<file path="src/rtl/alu_result_stage.sv">
// ALU result stage: picks one precomputed unit result by opcode, derives Z/N/C/V flags
// and passes the entry through a registered 2-entry skid buffer with valid/ready on both sides.
module alu_result_stage #(
  parameter int W = 32
) (
  input  logic         clk,
  input  logic         rst_n,
  input  logic         in_valid,
  output logic         in_ready,
  input  logic [2:0]   op,
  input  logic [W-1:0] r_and,
  input  logic [W-1:0] r_or,
  input  logic [W-1:0] r_nor,
  input  logic [W-1:0] r_xor,
  input  logic [W-1:0] r_sum,
  input  logic         c_sum,
  input  logic         v_sum,
  output logic         out_valid,
  input  logic         out_ready,
  output logic [W-1:0] out_result,
  output logic         out_z,
  output logic         out_n,
  output logic         out_c,
  output logic         out_v,
  output logic         out_err,
  output logic [15:0]  xfer_count
);

  typedef enum logic [1:0] {
    ST_EMPTY = 2'd0,
    ST_ONE   = 2'd1,
    ST_FULL  = 2'd2
  } state_t;

  // Entry layout: {err, z, n, c, v, result}
  localparam int PW = W + 5;

  state_t          state_r;
  state_t          state_nx_s;
  logic [PW-1:0]   main_r;
  logic [PW-1:0]   skid_r;
  logic [PW-1:0]   in_entry_s;
  logic [W-1:0]    sel_result_s;
  logic            sel_arith_s;
  logic            sel_err_s;
  logic            in_ready_r;
  logic            out_valid_r;
  logic [15:0]     xfer_count_r;
  logic            acc_s;
  logic            xfer_s;
  logic            load_main_s;
  logic            load_skid_s;
  logic            skid_to_main_s;

  assign acc_s  = in_valid && in_ready_r;
  assign xfer_s = out_valid_r && out_ready;

  // Result select and flag derivation for the incoming operation
  always_comb begin
    sel_result_s = {W{1'b0}};
    sel_arith_s  = 1'b0;
    sel_err_s    = 1'b0;
    case (op)
      3'd0:       sel_result_s = r_and;
      3'd1:       sel_result_s = r_or;
      3'd2:       sel_result_s = r_nor;
      3'd3:       sel_result_s = r_xor;
      3'd4, 3'd5: begin
        sel_result_s = r_sum;
        sel_arith_s  = 1'b1;
      end
      default:    sel_err_s = 1'b1;
    endcase
    in_entry_s = {sel_err_s, (sel_result_s == {W{1'b0}}), sel_result_s[W-1],
                  sel_arith_s & c_sum, sel_arith_s & v_sum, sel_result_s};
  end

  // Buffer occupancy next-state and entry movement
  always_comb begin
    state_nx_s     = state_r;
    load_main_s    = 1'b0;
    load_skid_s    = 1'b0;
    skid_to_main_s = 1'b0;
    case (state_r)
      ST_EMPTY: begin
        if (acc_s) begin
          load_main_s = 1'b1;
          state_nx_s  = ST_ONE;
        end else begin
          state_nx_s  = ST_EMPTY;
        end
      end
      ST_ONE: begin
        if (acc_s && xfer_s) begin
          load_main_s = 1'b1;
        end else if (acc_s) begin
          load_skid_s = 1'b1;
          state_nx_s  = ST_FULL;
        end else if (xfer_s) begin
          state_nx_s  = ST_EMPTY;
        end else begin
          state_nx_s  = ST_ONE;
        end
      end
      ST_FULL: begin
        if (xfer_s) begin
          skid_to_main_s = 1'b1;
          state_nx_s     = ST_ONE;
        end else begin
          state_nx_s     = ST_FULL;
        end
      end
      default: state_nx_s = ST_EMPTY;
    endcase
  end

  // State and handshake flags; in_ready comes from a flop so it never sees out_ready combinationally
  always_ff @(posedge clk or negedge rst_n) begin
    if (!rst_n) begin
      state_r     <= ST_EMPTY;
      out_valid_r <= 1'b0;
      in_ready_r  <= 1'b1;
    end else begin
      state_r     <= state_nx_s;
      out_valid_r <= (state_nx_s != ST_EMPTY);
      in_ready_r  <= (state_nx_s != ST_FULL);
    end
  end

  // Payload registers
  always_ff @(posedge clk or negedge rst_n) begin
    if (!rst_n) begin
      main_r <= {PW{1'b0}};
      skid_r <= {PW{1'b0}};
    end else begin
      if (load_main_s) begin
        main_r <= in_entry_s;
      end else if (skid_to_main_s) begin
        main_r <= skid_r;
      end
      if (load_skid_s) begin
        skid_r <= in_entry_s;
      end
    end
  end

  // Completed output transfer counter, wraps naturally at 16 bits
  always_ff @(posedge clk or negedge rst_n) begin
    if (!rst_n) begin
      xfer_count_r <= 16'd0;
    end else if (xfer_s) begin
      xfer_count_r <= xfer_count_r + 16'd1;
    end
  end

  assign in_ready   = in_ready_r;
  assign out_valid  = out_valid_r;
  assign out_result = main_r[W-1:0];
  assign out_v      = main_r[W];
  assign out_c      = main_r[W+1];
  assign out_n      = main_r[W+2];
  assign out_z      = main_r[W+3];
  assign out_err    = main_r[W+4];
  assign xfer_count = xfer_count_r;

endmodule

</file>
<file path="config.mk">
export PLATFORM = sky130hd
export DESIGN_NAME = alu_result_stage
export DESIGN_NICKNAME = d
export VERILOG_FILES = /design/src/rtl/alu_result_stage.sv
export SDC_FILE = /design/constraint.sdc
export NUM_CORES = 1
export LEC_CHECK = 0
export CAP_MARGIN = 20
export CORE_MARGIN = 2
export CORE_UTILIZATION = 30
export CTS_BUF_LIST = sky130_fd_sc_hd__clkbuf_16
export CTS_CLUSTER_SIZE = 10
export DETAILED_ROUTE_END_ITERATION = 8
export GPL_ROUTABILITY_DRIVEN = 0
export PLACE_DENSITY = 0.7
export SLEW_MARGIN = 5
export SYNTH_ARGS = -nofsm -noshare
export SYNTH_HDL_FRONTEND = slang
export SYNTH_SLANG_ARGS = --single-unit
</file>
<file path="constraint.sdc">
create_clock -name clk -period 2.2 [get_ports clk]
set_input_delay 0.22 -clock clk [delete_from_list [all_inputs] [get_ports clk]]
set_output_delay 0.22 -clock clk [all_outputs]
set_load 0.01 [all_outputs]
</file>
==> flow_metrics.py <==
metrics = {
    "flow_run": {
        "cap_violations": 0,
    },
    "floorplanning": {
        "fp.dieH_um": 138,
        "die_w_um": 138,
        "core_area_sq_mm": 0.0174,
        "io_pins": 224,
        "placementRows": 48,
        "start_util": 0.308,
        "die_area_sq_mm": 0.0190,
    },
    "synth": {
        "syn_nets": 733,
        "synth-xor-area-share": 0.0245,
        "synth.area.top_cells": "dfrtp_1, mux2i_1, o21ai_0, nand2_1, nor2_1",
        "synth_top_family_by_area": "compound AO/OA/AOI/OAI gates",
        "syn_area_per_cell_sq_um": 9.53,
        "synth.distinct_cells": 58,
        "synthCells": 563,
        "yosys.cell_count.top_type": "dfrtp_1",
        "synth.largest_area_cell": "dfrtp_1",
        "yosys.area_share.simple": 0.131,
        "synth_area_sq_mm": 0.00536,
        "yosysWarnings": 0,
        "synth_edf_count": 0,
        "yosysSeqAreaShare": 0.429,
        "synthAdderAreaFrac": 0.00233,
        "netlist_top_cells_count": "dfrtp_1, nand2_1, o21ai_0, mux2i_1, nor2_1",
        "muxShareOfSynthArea": 0.155,
        "async_flop_share": 1.00,
        "synth_compound_area_frac": 0.219,
        "synth_top_area_share": 0.425,
        "synth_ff_type": "dfrtp_1",
        "ys_ff_latch": 92,
    },
    "clock_tree": {
        "clockBufferDepth": 2,
        "clk_latency_ns": 0.34,
        "cts_root_buf": "clkbuf_16",
        "cts_buffers": 9,
        "cts.sinks": 92,
        "cts_max_level": 3,
        "cts_tree": "done",
        "clkSlewWorstSetupHoldPaths_ns": 0.07,
    },
    "routing": {
        "ant_nets": 0,
        "first_iter_violations": 352,
        "first_pass_iters": 5,
        "wl_per_cell_um": 19.3,
        "routed_wirelength_um": 21100,
        "vias": 5789,
        "routed_via_density": 5.29,
        "drcViolationCount": 0,
    },
    "placement": {
        "dp_hpwl_um": 15800,
        "dp_slack_ns": -0.637,
        "io_buffer_count": 223,
    },
    "global_routing": {
        "antenna_found_initial": 2,
        "grt_pass1_wl_um": 31400,
        "grt_max_degree": 42,
        "grt_pass1_vias": 5751,
        "use_met2": 0.373,
        "grt_usage": 0.216,
        "met3_usage": 0.0350,
        "grt-ovfl-total": 0,
        "top_usage_layer": "met2",
        "use_met1": 0.277,
    },
    "critical_path": {
        "r2r_cells": 6,
        "cp-end-kind": "flop",
        "rr_endpoint": "skid_r[35]",
        "crit_required_ns": 2.44,
        "worstPathArrival_ns": 2.48,
        "critical_path_class": "primary input to flop",
        "path_cells": "clkdlybuf4s50_1 > a211oi_2 > o32ai_2 > or4_4 > or4_4 > o32ai_2",
        "worstSetupStartpointType": "primary input",
        "reg2reg_from": "in_ready",
        "slowest_delay_ns": 0.56,
        "crit_fanout": 2,
        "rrSetupSlack_ns": 0.26,
        "slowest_stage": "or4_4",
    },
    "cells_and_area": {
        "nNetsFinal": 1033,
        "drive_gt1_frac": 0.222,
        "synthToLayoutAreaGrowth_pct": 71.4,
    },
    "timing": {
        "period_share": 1.02,
        "slew_viol_final": 0,
        "whs_ns": 0.400,
        "fin_crit_ns": 2.24,
        "skew_ns": 0.00705,
        "finalSetupViolations": 2,
        "hold_viol_final": 0,
        "worst_pin_slew_ns": 1.02,
        "final.setup.worst_slack_ns": -0.0396,
        "max_freq_mhz": 447,
        "slew_headroom": 0.315,
    },
    "pwr": {
        "power_density_mw_per_mm2": 825,
        "p_leak_nw": 4.13,
        "vdd_drop_max_mv": 0.585,
    },
    "outcome": {
        "status": "finished with violations",
        "violations": "negative setup slack",
    },
    "hold_path": {
        "min_path_type": "primary input to async pin",
    },
}
per-layer routing:
layer / vias to the layer above / wire (um)
met5: - / 0
met4: 0 / 550
met3: 31 / 1460
met2: 281 / 10600
met1: 2787 / 8530
li1: 2690 / -
cells by family (layout without fill, tap and decap cells):
| logic type | count (synthesis) | in the layout |
|---|---|---|
| buffers and inverters | 47 | 352 |
| AOI/OAI and AO/OA | 182 | 182 |
| and+or+nand+nor | 152 | 152 |
| adders and majority gates | 1 | 1 |
| other | 0 | 1 |
| DFF | 92 | 92 |
| muxes | 74 | 74 |
| xor gates and xnor gates | 15 | 15 |
stage by stage:
stage,setup TNS [ns],cell area (sq um),util,power (mW),instances
CTS,0,8870,0.509,7.53,1087
detailed placement,-1.27,8340,0.479,5.83,1055
floorplan,-0.196,5390,-,4.10,563
finish,-0.0425,9190,0.528,7.59,1094
global placement,-1.06,8340,0.479,5.77,1055
global route,-0.132,9190,0.528,8.02,1094
repair_timing:
item	CTS	global route
gates cloned	1	1
endpoints found under the hold margin	34	0
hold buffers	1	0
resized for setup	39	68
setup buffers	14	5
pin swaps	7	8
endpoints found under the setup margin	2	2
power by group:
part / switching [mW] / leakage [nW] / total, mW / internal, mW
Sequential: 0.390 / 1.20 / 2.72 / 2.33
Clock: 0.652 / 0.152 / 1.63 / 0.983
Combinational: 1.55 / 2.78 / 3.23 / 1.68
Total: 2.59 / 4.13 / 7.59 / 4.99
layout by cell type, fill, tap and decap left out, drive strengths merged, types with 9 or more instances in the layout:
cell           count
clkbuf             9
o22ai             26
o21ai             55
clkdlybuf4s50    188
a22oi             15
nand2             58
mux2i             49
buf              110
mux2              22
dfrtp             91
xnor2             11
dlymetal6s2s      23
nor2              45
a21oi             32
nand3              9
o22a              14
layout make-up:
type / count / area (sq um)
flip-flops and latches: 92 / 2300
clock inverters: 7 / 83.8
diodes: 1 / 2.50
repair buffers: 331 / 3120
well taps: 225 / 282
multi-input cells: 424 / 3140
fillers: 1555 / 8220
inverters: 4 / 27.5
clock buffers: 9 / 225
repair inverters: 1 / 8.76
flip-flops by register name (all words and copies together) (netlist names):
signal,cells
xfer_count,16
state_r,2
main_r,36
skid_r,36
out_valid,1
in_ready,1
how the worst max path moves through the flow:
stage | startpoint | end | slack (ns) | cells past startpoint
3_3_place_gp | op[2] | main_r[35] | -0.53 | 9
5_1_grt | op[2] | main_r[35] | -0.08 | 7
6_report | r_or[22] | main_r[35] | -0.04 | 6
2_1_floorplan | op[0] | main_r[35] | -0.10 | 8
3_5_place_dp | op[2] | main_r[35] | -0.64 | 8
4_1_cts | r_or[29] | main_r[35] | 0.002 | 7
critical path: cells and delay by family:
| kind | cells | cell delay [ns] |
|---|---|---|
| AO/OA/AOI/OAI | 3 | 0.71 |
| AND/OR/NAND/NOR | 2 | 1.12 |
| buffers and inverters | 1 | 0.42 |
No activity file was read; power rests on OpenSTA's default activity.
